File: src/rtl/loader_pkg.sv
// Shared types and default parameters for the UART instruction loader.
package loader_pkg;

    localparam int BYTE_W         = 8;
    localparam int DEF_WORD_BYTES = 4;
    localparam int DEF_ADDR_W     = 8;
    localparam int DEF_END_WORDS  = 2;
    localparam int DEF_LSB_FIRST  = 1;

    typedef enum logic [1:0] {
        ST_COLLECT = 2'd0,
        ST_WRITE   = 2'd1,
        ST_DONE    = 2'd2
    } state_t;

endpackage

File: src/rtl/loader_word_pack.sv
// Shifts received bytes into an instruction word and flags the byte that completes it.
// word_ready_o is combinational on the filling byte; word_o is the registered word.
module loader_word_pack
    import loader_pkg::*;
#(
    parameter int WORD_BYTES = DEF_WORD_BYTES,
    parameter int LSB_FIRST  = DEF_LSB_FIRST
) (
    input  logic                         clk,
    input  logic                         resetn,
    input  logic                         byte_vld_i,
    input  logic [BYTE_W-1:0]            byte_dat_i,
    input  logic                         flush_i,
    output logic                         word_ready_o,
    output logic [WORD_BYTES*BYTE_W-1:0] word_o
);

    localparam int WORD_W = WORD_BYTES * BYTE_W;
    localparam int CNT_W  = (WORD_BYTES > 1) ? $clog2(WORD_BYTES) : 1;

    logic [CNT_W-1:0]  cnt_q, cnt_d;
    logic [WORD_W-1:0] word_q, word_d;
    logic              last;

    assign last = (cnt_q == CNT_W'(WORD_BYTES - 1));

    always_comb begin
        cnt_d  = cnt_q;
        word_d = word_q;
        if (flush_i) begin
            cnt_d  = '0;
            word_d = '0;
        end else if (byte_vld_i) begin
            // Shifting keeps the first byte at the low (or high) end once the word is full.
            if (LSB_FIRST != 0)
                word_d = (word_q >> BYTE_W) | (WORD_W'(byte_dat_i) << (WORD_W - BYTE_W));
            else
                word_d = (word_q << BYTE_W) | WORD_W'(byte_dat_i);
            cnt_d = last ? '0 : cnt_q + CNT_W'(1);
        end
    end

    always_ff @(posedge clk) begin
        if (!resetn) begin
            cnt_q  <= '0;
            word_q <= '0;
        end else begin
            cnt_q  <= cnt_d;
            word_q <= word_d;
        end
    end

    assign word_ready_o = byte_vld_i & ~flush_i & last;
    assign word_o       = word_q;

endmodule

File: src/rtl/uart_inst_loader.sv
// Assembles UART bytes into instruction words and writes them to memory until a run of
// all-ones words ends the load. LOADER_CHECKSUM_EN adds an XOR checksum output.
module uart_inst_loader
    import loader_pkg::*;
#(
    parameter int WORD_BYTES = DEF_WORD_BYTES,
    parameter int ADDR_W     = DEF_ADDR_W,
    parameter int END_WORDS  = DEF_END_WORDS,
    parameter int LSB_FIRST  = DEF_LSB_FIRST
) (
    input  logic                         clk,
    input  logic                         resetn,
    input  logic                         rx_en,
    input  logic                         rx_valid,
    input  logic [BYTE_W-1:0]            rx_data,
    input  logic                         rx_break,
    output logic                         mem_we,
    output logic [ADDR_W-1:0]            mem_addr,
    output logic [WORD_BYTES*BYTE_W-1:0] mem_wdata,
    output logic                         write_done,
    output logic                         overflow,
    output logic [ADDR_W:0]              word_count
`ifdef LOADER_CHECKSUM_EN
    ,
    output logic [WORD_BYTES*BYTE_W-1:0] checksum
`endif
);

    localparam int WORD_W = WORD_BYTES * BYTE_W;
    localparam int CNT_W  = ADDR_W + 1;
    localparam logic [3:0] END_N = 4'(END_WORDS);

    state_t            state_q, state_d;
    logic [ADDR_W-1:0] ptr_q;
    logic [CNT_W-1:0]  cnt_q;
    logic [3:0]        run_q, run_inc;
    logic              done_q, ovf_q;
    logic              accept, flush, word_ready, all_ones, term, at_top;
    logic [WORD_W-1:0] word;

    // Bytes arriving with a BREAK, or after loading finished, are dropped.
    assign accept = rx_valid & rx_en & ~rx_break & (state_q != ST_DONE);
    assign flush  = rx_break & (state_q == ST_COLLECT);

    loader_word_pack #(
        .WORD_BYTES (WORD_BYTES),
        .LSB_FIRST  (LSB_FIRST)
    ) u_pack (
        .clk          (clk),
        .resetn       (resetn),
        .byte_vld_i   (accept),
        .byte_dat_i   (rx_data),
        .flush_i      (flush),
        .word_ready_o (word_ready),
        .word_o       (word)
    );

    assign all_ones = &word;
    assign run_inc  = run_q + 4'd1;
    assign term     = all_ones && (run_inc == END_N);
    assign at_top   = (ptr_q == '1);

    always_ff @(posedge clk) begin
        if (!resetn) state_q <= ST_COLLECT;
        else         state_q <= state_d;
    end

    always_comb begin
        state_d = state_q;
        unique case (state_q)
            ST_COLLECT: if (word_ready) state_d = ST_WRITE;
            ST_WRITE: begin
                if (term || at_top)  state_d = ST_DONE;
                else if (word_ready) state_d = ST_WRITE;
                else                 state_d = ST_COLLECT;
            end
            default: state_d = ST_DONE;
        endcase
    end

    always_comb begin
        mem_we     = (state_q == ST_WRITE);
        mem_addr   = ptr_q;
        mem_wdata  = word;
        write_done = done_q;
        overflow   = ovf_q;
        word_count = cnt_q;
    end

    always_ff @(posedge clk) begin
        if (!resetn) begin
            ptr_q  <= '0;
            cnt_q  <= '0;
            run_q  <= '0;
            done_q <= 1'b0;
            ovf_q  <= 1'b0;
        end else if (state_q == ST_WRITE) begin
            // The pointer parks on the last address rather than wrapping.
            ptr_q  <= at_top ? ptr_q : ptr_q + ADDR_W'(1);
            cnt_q  <= cnt_q + CNT_W'(1);
            run_q  <= all_ones ? run_inc : 4'd0;
            done_q <= term || at_top;
            ovf_q  <= at_top && !term;
        end else if (flush) begin
            run_q <= '0;
        end
    end

`ifdef LOADER_CHECKSUM_EN
    logic [WORD_W-1:0] csum_q;

    always_ff @(posedge clk) begin
        if (!resetn)
            csum_q <= '0;
        else if (state_q == ST_WRITE && !all_ones)
            csum_q <= csum_q ^ word;
    end

    assign checksum = csum_q;
`endif

endmodule

File: config.mk
export PLATFORM = sky130hd
export DESIGN_NAME = uart_inst_loader
export DESIGN_NICKNAME = d
export VERILOG_FILES = /design/src/rtl/loader_pkg.sv /design/src/rtl/loader_word_pack.sv /design/src/rtl/uart_inst_loader.sv
export SDC_FILE = /design/constraint.sdc
export NUM_CORES = 1
export LEC_CHECK = 0
export CAP_MARGIN = 20
export CORE_ASPECT_RATIO = 0.5
export CORE_MARGIN = 2
export CORE_UTILIZATION = 51
export CTS_CLUSTER_DIAMETER = 40
export DETAILED_ROUTE_END_ITERATION = 8
export PLACE_DENSITY = 0.84
export SYNTH_ARGS = -nofsm -noshare
export SYNTH_HDL_FRONTEND = slang
export SYNTH_SLANG_ARGS = --single-unit
File: constraint.sdc
create_clock -name clk -period 4.65 [get_ports clk]
set_clock_uncertainty 0.2 [all_clocks]
set_input_delay 0.93 -clock clk [delete_from_list [all_inputs] [get_ports clk]]
set_output_delay 0.93 -clock clk [all_outputs]
set_load 0.03 [all_outputs]
==> results of run 1 <==
## registers in the layout, indices dropped and copies added, names as in the netlist
register       cells
overflow           1
word_count         9
mem_addr           8
run_q              4
state_q            2
u_pack.cnt_q       2
u_pack.word_o     32
write_done         1
## cell families after synthesis
logic type	Yosys count	share of synthesized area, %
buffers and inverters	17	4.410
XOR/XNOR	15	5.385
multiplexers	1	0.4103
adder cells (fa/ha/maj)	5	2.564
AND/OR/NAND/NOR	142	26.92
flip-flops	59	48.41
AO/OA/AOI/OAI	52	11.90
## layout make-up
class,count,share of cell area [%]
Clock inverter,6,2.652
Timing Repair Buffer,66,20.69
Clock buffer,10,4.109
Sequential cell,59,35.26
Inverter,4,0.4483
Multi-Input combinational cell,215,34.37
Tap cell,66,2.465
## per-layer routing
metal  routed length [microns]  global-route usage [%]  vias up
met5                         0                       0        -
met4                       139                   12.89        0
met3                       257                   6.473       16
met2                      3012                   40.57       71
met1                      2549                   24.08     1113
li1                          -                       -     1117
## path summary, 6_finish.rpt
path / start / to / slack (ps) / cells past startpoint
max: state_q[0] / mem_we / 1700 / 2
min: u_pack.cnt_q[1] / u_pack.cnt_q[1] / 270 / 2
max reg2reg: state_q[0] / u_pack.cnt_q[0] / 2540 / 5
min reg2reg: u_pack.cnt_q[1] / u_pack.cnt_q[1] / 270 / 2
## report_power, final
part	leakage (nW)	total [mW]	internal [mW]	switching (mW)
Sequential	0.475	0.508	0.506	0.00126
Clock	0.108	0.524	0.316	0.209
Combinational	0.522	0.0386	0.0169	0.0217
## worst register-to-register path, cell delays in order, from the launching register on
cell	delay (ps)
dfxtp_1	440
nand2b_1	180
nand4b_2	670
nor3_1	370
a21oi_1	90
nor2_1	100
## placed cells by master (no fill, tap or decap), types with 2 or more instances in the layout
cell type,count
nand2_1,81
clkdlybuf4s50_1,64
dfxtp_1,59
a21oi_1,38
nor2_1,23
nand4_1,13
clkbuf_8,10
xnor2_1,8
nand3_1,7
xor2_1,7
o21ai_0,7
ha_1,5
nor3_1,4
inv_1,3
and4_2,2
and3_1,2
nor4_2,2
clkinvlp_4,2
bufinv_16,2
## per-stage QoR
step | power [mW] | cell area, sq um
floorplan | 0.5393 | 2440
global placement | 0.5518 | 3070
detailed placement | 0.5527 | 3070
CTS | 1.069 | 3297
global route | 1.101 | 3349
finish | 1.071 | 3349
==> flow_summary_export.csv, run 1 <==
group,metric,value,unit
critical_path,crit_path_start_kind,"register",
drt,viasPerCell,5.439,
place,gp_congestion,0.7591,
clock_network,clkSlewWorstSetupHoldPaths,70,ps
finish,antennaDiodeCount,0,
pwr,ir_drop,0.0001865,V
logic_synthesis,yosysTopAreaCell,"dfxtp_1",
sta,slew_headroom,43.25,%
die,row_count,17,
logic_synthesis,ys_async_sr_fraction,0,%
pwr,power.density,319.6,nW/um^2
place,pre_cts_slack,1592,ps
clock_network,tritoncts,"yes",
clock_network,htreeDepth,3,
sta,rsz0062_at_grt,"no",
logic_synthesis,synth_common_cells,"nand2_1 (81), dfxtp_1 (59), a21oi_1 (38), nor2_1 (23), nand4_1 (13)",
place,place_inst,408,
finish,multi_input_area,1151,sq um
critical_path,cp_num_buf_inv,1,
hold_path,hold_class,"reg2reg",
sta,holdWs,271.9,ps
job,drv_cap,0,
logic_synthesis,synth_edf_count,0,
clock_network,hold_buffers,0,
finish,final_util,74.63,%
critical_path,arrival,1820,ps
critical_path,end_kind,"output port",
logic_synthesis,synth_top_area_share,48.41,%
global_route,overflow,0,
die,die_w,101.8,microns
finish,finalNetCount,373,
logic_synthesis,synth_area,2440,sq um
drt,wl_per_cell,13.99,microns
critical_path,crit_family,"buffers and inverters",
finish,nFillCells,332,
drt,vias,2317,
critical_path,critPathMaxStageDelay,710,ps
logic_synthesis,synth_seq_cells,59,
sta,finalHoldViolCount,0,
pwr,p_leak,1.105,nW
global_route,antenna_found_initial,0,
sta,fin_ws,1705,ps
finish,drive_gt1_share,7.778,%
sta,final-max-slew-violation-count,0,
drt,dr.pass1.iters,4,
finish,regArea,1181,sq um
clock_network,post_cts_buffers,0,
global_route,grt_max_degree,36,
logic_synthesis,synthFlopType,"dfxtp_1",
clock_network,cts_root_buf,"clkbuf_8",
critical_path,crit_fanout,13,
global_route,grt_pass1_wl,9.163,mm
place,port_buffers,64,
die,core_area,4488,sq um
clock_network,insertion_delay,350,ps
clock_network,numCtsBuffers,9,
sta,layout_min_cycle_time,2945,ps
logic_synthesis,yosysWarnings,0,
finish,stdcell_count,426,
sta,final.setup.tns,0,ps
logic_synthesis,synth.distinct_cells,37,
critical_path,critical_path.cell_chain,"and2b_4 -> clkdlybuf4s50_1",
die,die_h,52.91,microns
drt,drt_wl_total,5.958,mm
drt,drt_iter0_drc,101,
global_route,grt_usage,22.48,%
die,dieArea,5387,sq um
drt,postRouteAntennaNets,0,
logic_synthesis,synth.most_common_cell,"nand2_1",
sta,max_freq,0.3395,GHz
critical_path,critPathSlowestCell,"clkdlybuf4s50_1",
finish,area_growth,37.28,%
logic_synthesis,synth-seq-area-share,48.41,%
critical_path,cp_data_required_time,3520,ps
clock_network,clkSinkCount,59,
clock_network,clock_path_buffers,2,
outcome,status,"complete, no violations",
die,io_pins,65,
sta,max_slew.worst_pin.slew,848.1,ps
sta,period_share,63.34,%
clock_network,cts_resized,0,
sta,setup_viol,0,
drt,drc_errors,0,
logic_synthesis,syn_inst,291,
place,hpwl,3.792,mm
logic_synthesis,synth_area_leaders,"dfxtp_1 (48%), nand2_1 (12%), a21oi_1 (7.8%), nor2_1 (3.5%), nand4_1 (3.3%)",
die,initial_core_util,54.36,%
logic_synthesis,synth.avg_cell_area,8.384,sq um
logic_synthesis,synthesis.nets,309,
critical_path,crit_type,"reg2out",
global_route,grt_pass1_vias,2101,
No activity file was read; power rests on OpenSTA's default activity.
==> run 2: changes to the inputs <==
- CORE_UTILIZATION: 51 -> 43
- PLACE_DENSITY: 0.84 -> 0.75
- clock period: 4.65 -> 2.55 ns (I/O delays scaled with it)
==> run 2 against run 1 <==
- clock-buffer cell count rose by 2
- routed wire length fell by 3.3%
- critical path depth did not move
- sequential power rose by 83%
- combinational power rose by 83%
- design area rose by 3.4%
- first-iteration DRC count fell by 5.9%
- cell count rose by 2.1%
- sequential cell count did not move
- clock power rose by 150%
- sequential share of layout area fell by 1.2 points
- die area rose by 17%
- highest routed layer unchanged
==> flow_summary_export.csv, run 2 (synthesized netlist as in run 1, its figures left out) <==
group,metric,value,unit
outcome,status,"complete, no violations",
hold_path,min_delay_path_depth,2,
clock_network,clkSlewWorstSetupHoldPaths,50,ps
die,die_w,110.5,microns
critical_path,cp_data_required_time,1840,ps
finish,final_common_cell,"nand2_1",
die,dieArea,6329,sq um
clock_network,cts_resized,0,
drt,viasPerCell,5.067,
critical_path,reg2reg_from,"u_pack.word_o[13]",
drt,wl_per_cell,13.25,microns
place,place_inst,419,
sta,slew_headroom,69.82,%
critical_path,end_kind,"output port",
die,core_area,5468,sq um
global_route,grt_pass1_vias,2110,
hold_path,hold_class,"reg2reg",
sta,layout_min_cycle_time,2463,ps
drt,postRouteAntennaNets,0,
finish,final_cell_mix,"nand2_1 (81), clkdlybuf4s50_1 (64), dfxtp_1 (59), a21oi_1 (38), nor2_1 (23)",
place,port_buffers,64,
drt,vias,2204,
place,gp_congestion,0.7198,
clock_network,numCtsBuffers,9,
die,initial_core_util,44.62,%
drt,drt_iter0_drc,95,
finish,stdcell_count,435,
drt,drt_wl_total,5.763,mm
critical_path,crit_path_start_kind,"register",
die,die_h,57.27,microns
global_route,antenna_found_initial,0,
sta,period_share,96.60,%
clock_network,htreeDepth,3,
clock_network,tritoncts,"yes",
critical_path,critPathSlowestCell,"clkdlybuf4s50_1",
pwr,p_leak,1.159,nW
sta,setup_viol,0,
global_route,grt_max_degree,36,
finish,largest_reg_flops,32,
sta,max_freq,0.4059,GHz
hold_path,min_to,"u_pack.cnt_q[1]",
clock_network,hold_buffers,0,
die,row_count,19,
critical_path,critPathMaxStageDelay,700,ps
clock_network,cts_root_buf,"clkbuf_16",
finish,antennaDiodeCount,0,
critical_path,r2r_end,"run_q[2]",
die,io_pins,65,
finish,finalNetCount,375,
critical_path,worst-r2r-cell-count,4,
clock_network,clock_path_buffers,2,
clock_network,insertion_delay,320,ps
global_route,grt_usage,19.42,%
drt,drc_errors,0,
sta,rsz0062_at_grt,"no",
critical_path,arrival,1750,ps
pwr,total_power,2.301,mW
drt,dr.pass1.iters,4,
clock_network,post_cts_buffers,0,
critical_path,critical_path.cell_chain,"and2b_4 -> clkdlybuf4s50_1",
sta,finalHoldViolCount,0,
critical_path,crit_fanout,13,
critical_path,crit_type,"reg2out",
job,drv_cap,0,
place,hpwl,3.784,mm
pwr,power.density,664.4,nW/um^2
global_route,grt_pass1_wl,9.839,mm
critical_path,r2r_setup_slack,740,ps
hold_path,hp-start,"u_pack.cnt_q[1]",
sta,max_slew.worst_pin.slew,448.9,ps
clock_network,clkSinkCount,59,
global_route,overflow,0,
finish,drive_gt1_share,8.011,%
sta,final.setup.tns,0,ps
sta,final-max-slew-violation-count,0,
pwr,ir_drop,0.0003132,V
finish,area_growth,41.95,%
==> run 2: changes by cell type in the layout (fill, tap and decap cells not counted) <==
cell / change
buf_4: +2
clkbuf_8: -8
buf_12: +2
clkbuf_16: +8
buf_16: -1
clkinv_4: -1
clkinvlp_4: -1
clkbuf_1: +1
==> run 2: critical path, delay by kind of cell, from the launching register on <==
family                 cells  cell delay, ps
buffers and inverters      1             700
DFF                        1             430
and+or+nand+nor            1             300
==> run 2: how the worst max path moves through the flow <==
stage           startpoint          end  slack (ps)  cells after the start
3_5_place_dp    state_q[0]       mem_we         440                      2
3_3_place_gp    state_q[1]       mem_we         470                      2
6_report        state_q[0]       mem_we          90                      2
2_1_floorplan  mem_addr[0]  mem_addr[4]         750                      6
4_1_cts         state_q[0]       mem_we          90                      2
5_1_grt         state_q[0]       mem_we          20                      2
==> run 2: layout make-up <==
| cell class | instances | area [sq um] |
|---|---|---|
| repair buffers | 68 | 695.7 |
| well taps | 73 | 91.34 |
| clock buffers | 12 | 256.5 |
| flip-flops and latches | 59 | 1181 |
| inverters | 4 | 15.01 |
| multi-input cells | 215 | 1151 |
| clock inverters | 4 | 72.57 |
| fillers | 493 | 2004 |
==> run 2: per-layer routing <==
| metal | vias to the layer above | GRT usage [%] | routed length (microns) |
|---|---|---|---|
| li1 | 1121 | - | - |
| met1 | 1036 | 23.83 | 2571 |
| met2 | 40 | 33.04 | 2910 |
| met3 | 7 | 5.739 | 201 |
| met4 | 0 | 7.500 | 78 |
| met5 | - | 0 | 0 |
==> run 2: metrics by stage <==
step	hold slack [ps]	setup slack [ps]	instance area, sq um	utilization (%)
floorplan	240.0	747.8	2440	-
global placement	245.9	472.1	3134	57.32
detailed placement	261.3	436.3	3134	57.32
CTS	267.9	86.77	3463	63.34
global route	289.8	23.41	3463	63.34
finish	261.4	86.57	3463	63.34
==> run 2: where the power goes <==
part	switching [mW]	internal, mW	total, mW
sequential	0.00222	0.926	0.928
clock	0.397	0.905	1.30
combinational	0.0401	0.0305	0.0707
total	0.439	1.86	2.30
